**src/rtl/es_imm_decode_stage_if.sv**
```systemverilog
// Valid/ready bundle between fetch and the immediate-generation stage.
// The master drives instructions in and accepts results.
// The slave is the stage itself.
interface es_imm_decode_stage_if #(
    parameter int XLEN  = 32,
    parameter int TAG_W = 32
);
    logic             in_valid;
    logic             in_ready;
    logic [31:0]      in_instr;
    logic [TAG_W-1:0] in_tag;
    logic             out_valid;
    logic             out_ready;
    logic [XLEN-1:0]  out_imm;
    logic [2:0]       out_fmt;
    logic [TAG_W-1:0] out_tag;

    modport master (
        output in_valid, in_instr, in_tag, out_ready,
        input  in_ready, out_valid, out_imm, out_fmt, out_tag
    );

    modport slave (
        input  in_valid, in_instr, in_tag, out_ready,
        output in_ready, out_valid, out_imm, out_fmt, out_tag
    );
endinterface

```
**src/rtl/es_imm_decode_stage.sv**
```systemverilog
// Registered RV32I/RV64I immediate generator with a 2-entry skid buffer.
// Each instruction is classified into an immediate format and its
// XLEN-wide immediate is built. Accepted illegal opcodes are counted.
// in_ready comes straight from the skid-full flop, so it never
// combinationally depends on out_ready.
module es_imm_decode_stage #(
    parameter int XLEN  = 32,
    parameter int TAG_W = 32,
    parameter int CNT_W = 16
) (
    input  logic                 clk,
    input  logic                 rst_n,
    input  logic                 flush,
    es_imm_decode_stage_if.slave bus,
    output logic [CNT_W-1:0]     illegal_cnt
);
    localparam logic [2:0] FMT_I    = 3'd0;
    localparam logic [2:0] FMT_S    = 3'd1;
    localparam logic [2:0] FMT_B    = 3'd2;
    localparam logic [2:0] FMT_U    = 3'd3;
    localparam logic [2:0] FMT_J    = 3'd4;
    localparam logic [2:0] FMT_Z    = 3'd5;
    localparam logic [2:0] FMT_NONE = 3'd6;
    localparam logic [2:0] FMT_ILL  = 3'd7;

    // Map the opcode to an immediate format. The 32-bit-word opcodes
    // (OP-IMM-32 and OP-32) exist only on RV64.
    function automatic logic [2:0] classify(input logic [31:0] ins);
        logic [2:0] f;
        f = FMT_ILL;
        if (ins[1:0] == 2'b11) begin
            case (ins[6:0])
                7'b0000011, 7'b0010011,
                7'b1100111, 7'b0001111: f = FMT_I;
                7'b1110011:             f = ins[14] ? FMT_Z : FMT_I;
                7'b0100011:             f = FMT_S;
                7'b1100011:             f = FMT_B;
                7'b0110111, 7'b0010111: f = FMT_U;
                7'b1101111:             f = FMT_J;
                7'b0110011:             f = FMT_NONE;
                7'b0011011:             f = (XLEN == 64) ? FMT_I : FMT_ILL;
                7'b0111011:             f = (XLEN == 64) ? FMT_NONE : FMT_ILL;
                default:                f = FMT_ILL;
            endcase
        end
        return f;
    endfunction

    // Build the 32-bit signed immediate first, then sign-extend it to XLEN.
    // The CSR zimm has bit 31 clear, so this extension leaves it zero-extended.
    function automatic logic [XLEN-1:0] build_imm(input logic [31:0] ins,
                                                  input logic [2:0]  f);
        logic signed [31:0] v;
        case (f)
            FMT_I:   v = {{20{ins[31]}}, ins[31:20]};
            FMT_S:   v = {{20{ins[31]}}, ins[31:25], ins[11:7]};
            FMT_B:   v = {{20{ins[31]}}, ins[7], ins[30:25], ins[11:8], 1'b0};
            FMT_U:   v = {ins[31:12], 12'b0};
            FMT_J:   v = {{12{ins[31]}}, ins[19:12], ins[20], ins[30:21], 1'b0};
            FMT_Z:   v = {27'b0, ins[19:15]};
            default: v = '0;
        endcase
        return XLEN'(v);
    endfunction

    // The counter holds at its maximum value instead of wrapping.
    function automatic logic [CNT_W-1:0] sat_inc(input logic [CNT_W-1:0] c);
        return (&c) ? c : c + CNT_W'(1);
    endfunction

    logic             out_valid_q, out_valid_d;
    logic [XLEN-1:0]  out_imm_q,   out_imm_d;
    logic [2:0]       out_fmt_q,   out_fmt_d;
    logic [TAG_W-1:0] out_tag_q,   out_tag_d;
    logic             skid_full_q, skid_full_d;
    logic [XLEN-1:0]  skid_imm_q,  skid_imm_d;
    logic [2:0]       skid_fmt_q,  skid_fmt_d;
    logic [TAG_W-1:0] skid_tag_q,  skid_tag_d;
    logic [CNT_W-1:0] cnt_q,       cnt_d;

    logic [2:0]       in_fmt;
    logic [XLEN-1:0]  in_imm;
    logic             accept;
    logic             out_free;

    // Decode the offered instruction and qualify the two handshakes.
    always_comb begin
        in_fmt   = classify(bus.in_instr);
        in_imm   = build_imm(bus.in_instr, in_fmt);
        accept   = bus.in_valid & ~skid_full_q & ~flush;
        out_free = ~out_valid_q | bus.out_ready;
    end

    // Next state: the skid entry always drains ahead of newer input.
    always_comb begin
        out_valid_d = out_valid_q;
        out_imm_d   = out_imm_q;
        out_fmt_d   = out_fmt_q;
        out_tag_d   = out_tag_q;
        skid_full_d = skid_full_q;
        skid_imm_d  = skid_imm_q;
        skid_fmt_d  = skid_fmt_q;
        skid_tag_d  = skid_tag_q;
        cnt_d       = cnt_q;
        if (accept && in_fmt == FMT_ILL) begin
            cnt_d = sat_inc(cnt_q);
        end
        if (flush) begin
            out_valid_d = 1'b0;
            skid_full_d = 1'b0;
        end else if (out_free) begin
            if (skid_full_q) begin
                out_valid_d = 1'b1;
                out_imm_d   = skid_imm_q;
                out_fmt_d   = skid_fmt_q;
                out_tag_d   = skid_tag_q;
                skid_full_d = accept;
                if (accept) begin
                    skid_imm_d = in_imm;
                    skid_fmt_d = in_fmt;
                    skid_tag_d = bus.in_tag;
                end
            end else begin
                out_valid_d = accept;
                if (accept) begin
                    out_imm_d = in_imm;
                    out_fmt_d = in_fmt;
                    out_tag_d = bus.in_tag;
                end
            end
        end else if (accept) begin
            skid_full_d = 1'b1;
            skid_imm_d  = in_imm;
            skid_fmt_d  = in_fmt;
            skid_tag_d  = bus.in_tag;
        end
    end

    // State registers. Reset clears every entry so that nothing survives it.
    always_ff @(posedge clk or negedge rst_n) begin
        if (!rst_n) begin
            out_valid_q <= 1'b0;
            out_imm_q   <= '0;
            out_fmt_q   <= FMT_NONE;
            out_tag_q   <= '0;
            skid_full_q <= 1'b0;
            skid_imm_q  <= '0;
            skid_fmt_q  <= FMT_NONE;
            skid_tag_q  <= '0;
            cnt_q       <= '0;
        end else begin
            out_valid_q <= out_valid_d;
            out_imm_q   <= out_imm_d;
            out_fmt_q   <= out_fmt_d;
            out_tag_q   <= out_tag_d;
            skid_full_q <= skid_full_d;
            skid_imm_q  <= skid_imm_d;
            skid_fmt_q  <= skid_fmt_d;
            skid_tag_q  <= skid_tag_d;
            cnt_q       <= cnt_d;
        end
    end

    assign bus.in_ready  = ~skid_full_q;
    assign bus.out_valid = out_valid_q;
    assign bus.out_imm   = out_imm_q;
    assign bus.out_fmt   = out_fmt_q;
    assign bus.out_tag   = out_tag_q;
    assign illegal_cnt   = cnt_q;
endmodule

```
**src/flat_wrapper.sv**
```systemverilog
// flat-port wrapper written by rule: the top's interface ports become plain ports
module es_imm_decode_stage_flat 
#(
    parameter int XLEN  = 32,
    parameter int TAG_W = 32,
    parameter int CNT_W = 16
)
  (clk, rst_n, flush, illegal_cnt, bus_in_valid, bus_in_instr, bus_in_tag, bus_out_ready, bus_in_ready, bus_out_valid, bus_out_imm, bus_out_fmt, bus_out_tag);
  es_imm_decode_stage_if #(.XLEN(XLEN), .TAG_W(TAG_W)) bus_i ();
  input  logic clk;
  input  logic rst_n;
  input  logic flush;
  output logic [CNT_W-1:0] illegal_cnt;
  input wire logic [$bits(bus_i.in_valid)-1:0] bus_in_valid;
  input wire logic [$bits(bus_i.in_instr)-1:0] bus_in_instr;
  input wire logic [$bits(bus_i.in_tag)-1:0] bus_in_tag;
  input wire logic [$bits(bus_i.out_ready)-1:0] bus_out_ready;
  output wire logic [$bits(bus_i.in_ready)-1:0] bus_in_ready;
  output wire logic [$bits(bus_i.out_valid)-1:0] bus_out_valid;
  output wire logic [$bits(bus_i.out_imm)-1:0] bus_out_imm;
  output wire logic [$bits(bus_i.out_fmt)-1:0] bus_out_fmt;
  output wire logic [$bits(bus_i.out_tag)-1:0] bus_out_tag;
  assign bus_i.in_valid = bus_in_valid;
  assign bus_i.in_instr = bus_in_instr;
  assign bus_i.in_tag = bus_in_tag;
  assign bus_i.out_ready = bus_out_ready;
  assign bus_in_ready = bus_i.in_ready;
  assign bus_out_valid = bus_i.out_valid;
  assign bus_out_imm = bus_i.out_imm;
  assign bus_out_fmt = bus_i.out_fmt;
  assign bus_out_tag = bus_i.out_tag;
  es_imm_decode_stage #(.XLEN(XLEN), .TAG_W(TAG_W), .CNT_W(CNT_W)) u_core (.clk(clk), .rst_n(rst_n), .flush(flush), .bus(bus_i), .illegal_cnt(illegal_cnt));
endmodule
```
**config.mk**
```make
export PLATFORM = sky130hd
export DESIGN_NAME = es_imm_decode_stage_flat
export DESIGN_NICKNAME = d
export VERILOG_FILES = /design/src/rtl/es_imm_decode_stage_if.sv /design/src/rtl/es_imm_decode_stage.sv /design/src/flat_wrapper.sv
export SDC_FILE = /design/constraint.sdc
export NUM_CORES = 1
export LEC_CHECK = 0
export ABC_CLOCK_PERIOD_IN_PS = 3700
export BUFFER_PORTS_ARGS = -buffer_cell sky130_fd_sc_hd__clkbuf_2
export CORE_ASPECT_RATIO = 1.25
export CORE_MARGIN = 3
export CORE_UTILIZATION = 58
export DETAILED_ROUTE_END_ITERATION = 10
export PLACE_DENSITY = 0.85
export SETUP_SLACK_MARGIN = 0.02
export SKIP_LAST_GASP = 1
export SYNTH_ARGS = -nofsm -noshare
export SYNTH_HDL_FRONTEND = slang
export SYNTH_SLANG_ARGS = --single-unit
```
**constraint.sdc**
```tcl
create_clock -name clk -period 3.7 [get_ports clk]
set_clock_uncertainty 0.2 [all_clocks]
set_input_delay 0.74 -clock clk [delete_from_list [all_inputs] [get_ports clk]]
set_output_delay 0.74 -clock clk [all_outputs]
set_load 0.03 [all_outputs]
```
==> flow_summary.yaml <==
sta:
  hold_viol: 0
  fin_tns_setup_ns: 0
  slew_headroom: 0.334
  setup_viol: 0
  fin_crit_sh: 0.669
  period_needed_ns: 2.47
  tightest_slew_ns: 0.992
  fmax_mhz: 404
  rsz0062_at_grt: "false"
  whs_ns: 0.176
  timing.final.ws_setup_ns: 1.23
  slew_violations: 0
setup_path:
  crit_fanout: 54
  slowest_stage: "or3_2"
  critical_path.startpoint_type: "flip-flop"
  cp_cell_sequence: "nor2_1 > or3_2 > buf_4 > o21ai_0"
  path_delay_family: "simple AND/OR/NAND/NOR gates"
  cp_data_arrival_time_ns: 2.55
  crit_type: "reg -> reg"
  worst-path-buf-inv: 1
  worstPathRequired_ns: 3.77
  cp_slowest_stage_delay_ns: 0.69
  end_kind: "flip-flop"
logic_synthesis:
  synth_top_cell_by_area: "dfrtp_1"
  synth-edff-count: 0
  ys_warn_count: 0
  syn_inst: 703
  synth-main-ff-cell: "dfrtp_1"
  synth_top_cell_area_share: 0.543
  syn-cell-area_um2: 6820
  postSynth.asyncResetShare: 1.00
  ys_seq_elements: 152
  synth_area_leaders: "dfrtp_1 54%, nand2_1 9.7%, mux2i_1 4.8%, o21ai_0 4.2%, a21oi_1 3.7%"
  ys_seq_area_frac: 0.559
  syn-num-nets: 773
  yosysUniqueCellTypes: 51
  avgSynthCellArea_um2: 9.70
run_status:
  status: "finished clean"
cells_and_area:
  drive_gt1_frac: 0.265
  regArea_um2: 3810
  fillCellCount: 835
  fin_cells: 990
  finalNetCount: 912
  areaGrowthSynthToFinish_pct: 21.5
  final_core_util: 0.733
  final_area_um2: 8280
  n_antenna_cell: 0
  multi_input_area_um2: 2820
cts:
  numCtsBuffers: 17
  tritoncts: "done"
  cts.sinks: 152
  htree_levels: 4
  root_buffer: "clkbuf_16"
  cts_buffer_depth: 2
  cts.clk_slew.worst_paths_ns: 0.06
  holdBufCountCts: 0
  cts_setup_buffers: 0
  clk_latency_ns: 0.41
  cts_resized: 0
drt:
  drc_errors: 0
  firstDrtPassIters: 5
  drt_iter0_drc: 479
  num_vias: 5857
  viasPerCell: 5.92
  route.detailed.wl_per_inst_um: 17.5
  ant_nets: 0
  routed_wl_um: 17300
grt:
  grt_usage: 0.271
  grt_overflow_total: 0
  antenna_found_initial: 0
  first_global_vias: 5783
  grt_start_max_net_pins: 84
  grt_pass1_wl_um: 28200
power:
  vdd_ir_drop_max_uv: 457
  total_power_mw: 4.78
  p_leak_nw: 3.95
  pwr_density_cell_nw_per_um2: 578
floorplanning:
  num_rows: 43
  start_util: 0.603
  core_um2: 11300
  die_area_um2: 13100
  num_io_pins: 154
  fp.dieH_um: 127
  die_x_um: 103
placement:
  port_buffers: 153
  gp_congestion: 0.920
  pre_cts_slack_ns: 0.854
  place_inst: 958
  dp_hpwl_um: 11800
  placed_area_um2: 7680
run:
  drv_cap: 0
hold_path:
  worstHoldPathType: "in -> async"
[path summary, 6_finish.rpt]
path,startpoint,end,slack [ns],cells after the start
max reg2reg,u_core.skid_full_q,u_core.bus.out_tag[13],1.23,4
min in group clk,u_core.skid_tag_q[16],u_core.skid_tag_q[16],0.27,2
min,rst_n,u_core.skid_tag_q[14],0.18,1
min reg2reg,u_core.skid_tag_q[16],u_core.skid_tag_q[16],0.27,2
max,u_core.skid_full_q,u_core.bus.out_tag[13],1.23,4
max in group asynchronous,rst_n,u_core.bus.out_tag[26],2.32,2
[power breakdown]
part / switching, mW / leakage (nW) / total [mW] / internal (mW)
clock: 0.667 / 0.285 / 1.73 / 1.07
combinational: 0.632 / 1.75 / 0.921 / 0.288
sequential: 0.181 / 1.91 / 2.13 / 1.95
[area by class of cell]
cell class / count / area share
clock buffers: 22 / 0.0585
clock inverters: 10 / 0.0142
inverters: 3 / 0.00136
multi-input cells: 504 / 0.341
flip-flops and latches: 152 / 0.460
well taps: 135 / 0.0204
repair buffers: 164 / 0.105
[placed cells by master, fill, tap and decap left out, types with 2 or more instances in the layout]
| cell type | instances |
|---|---|
| nand2_1 | 175 |
| clkbuf_2 | 152 |
| dfrtp_1 | 147 |
| o21ai_0 | 57 |
| a21oi_1 | 50 |
| nor2_1 | 34 |
| mux2i_1 | 33 |
| or3_1 | 21 |
| clkbuf_16 | 17 |
| o21ai_1 | 15 |
| nand3_1 | 10 |
| nand4_1 | 10 |
| a21oi_2 | 10 |
| buf_4 | 10 |
| and3_1 | 9 |
| xor2_1 | 8 |
| xnor2_1 | 7 |
| a22o_1 | 6 |
| a31oi_1 | 5 |
| nor3_1 | 5 |
| and2_1 | 4 |
| a222oi_1 | 4 |
| nor4_1 | 4 |
| clkbuf_8 | 4 |
| clkinvlp_4 | 4 |
| dfstp_2 | 4 |
| inv_1 | 3 |
| nor2b_1 | 3 |
| mux2_2 | 3 |
| a31oi_2 | 3 |
| nor3_2 | 2 |
| a2111oi_0 | 2 |
| nand2b_1 | 2 |
| and4_1 | 2 |
| clkinv_2 | 2 |
| bufinv_16 | 2 |
[cell usage after synthesis (2+ instances only)]
| cell | count |
|---|---|
| mux2i_1 | 33 |
| buf_1 | 2 |
| nand4_1 | 10 |
| dfstp_2 | 4 |
| a21oi_2 | 10 |
| nand3_1 | 10 |
| nor2b_1 | 3 |
| o21ai_1 | 15 |
| nor4_1 | 4 |
| buf_2 | 6 |
| and3_1 | 9 |
| dfrtp_1 | 148 |
| xnor2_1 | 7 |
| clkbuf_1 | 33 |
| buf_6 | 2 |
| a31oi_1 | 5 |
| or3_1 | 22 |
| xor2_1 | 8 |
| a2111oi_0 | 2 |
| and4_1 | 2 |
| nand2_1 | 176 |
| nand2b_1 | 2 |
| and2_1 | 4 |
| inv_1 | 3 |
| nor3_1 | 6 |
| o21ai_0 | 57 |
| a222oi_1 | 4 |
| mux2_2 | 3 |
| a31oi_2 | 3 |
| a22o_1 | 6 |
| nor2_1 | 35 |
| a21oi_1 | 50 |
[cells by family after synthesis]
group                    count (synthesis)  share of synthesized area
AO/OA/AOI/OAI                          161                      0.144
XOR/XNOR                                15                     0.0193
adder cells (fa/ha/maj)                  1                    0.00183
buffers and inverters                   47                     0.0297
flip-flops                             152                      0.559
multiplexers                            36                     0.0534
AND/OR/NAND/NOR                        291                      0.194
[worst reg2reg max path, cell delays in order (launching register included)]
cell     delay (ns)
dfrtp_2        0.45
nor2_1         0.24
or3_2          0.69
buf_4          0.55
o21ai_0        0.20
[registers in the layout (all words and copies together) (netlist names)]
name,cells
u_core.skid_imm_q,32
u_core.bus.out_fmt,3
u_core.skid_full_q,1
u_core.skid_fmt_q,3
u_core.bus.out_valid,1
u_core.illegal_cnt,16
u_core.bus.out_tag,32
u_core.skid_tag_q,32
u_core.bus.out_imm,32
[per-layer routing]
metal	global-route usage	vias up	part of all wire
met3	0.0639	35	0.077
met4	0.0877	0	0.020
met5	0	-	0
met1	0.365	2821	0.41
met2	0.435	287	0.50
li1	-	2714	-
(Power assumes the default switching activity.)
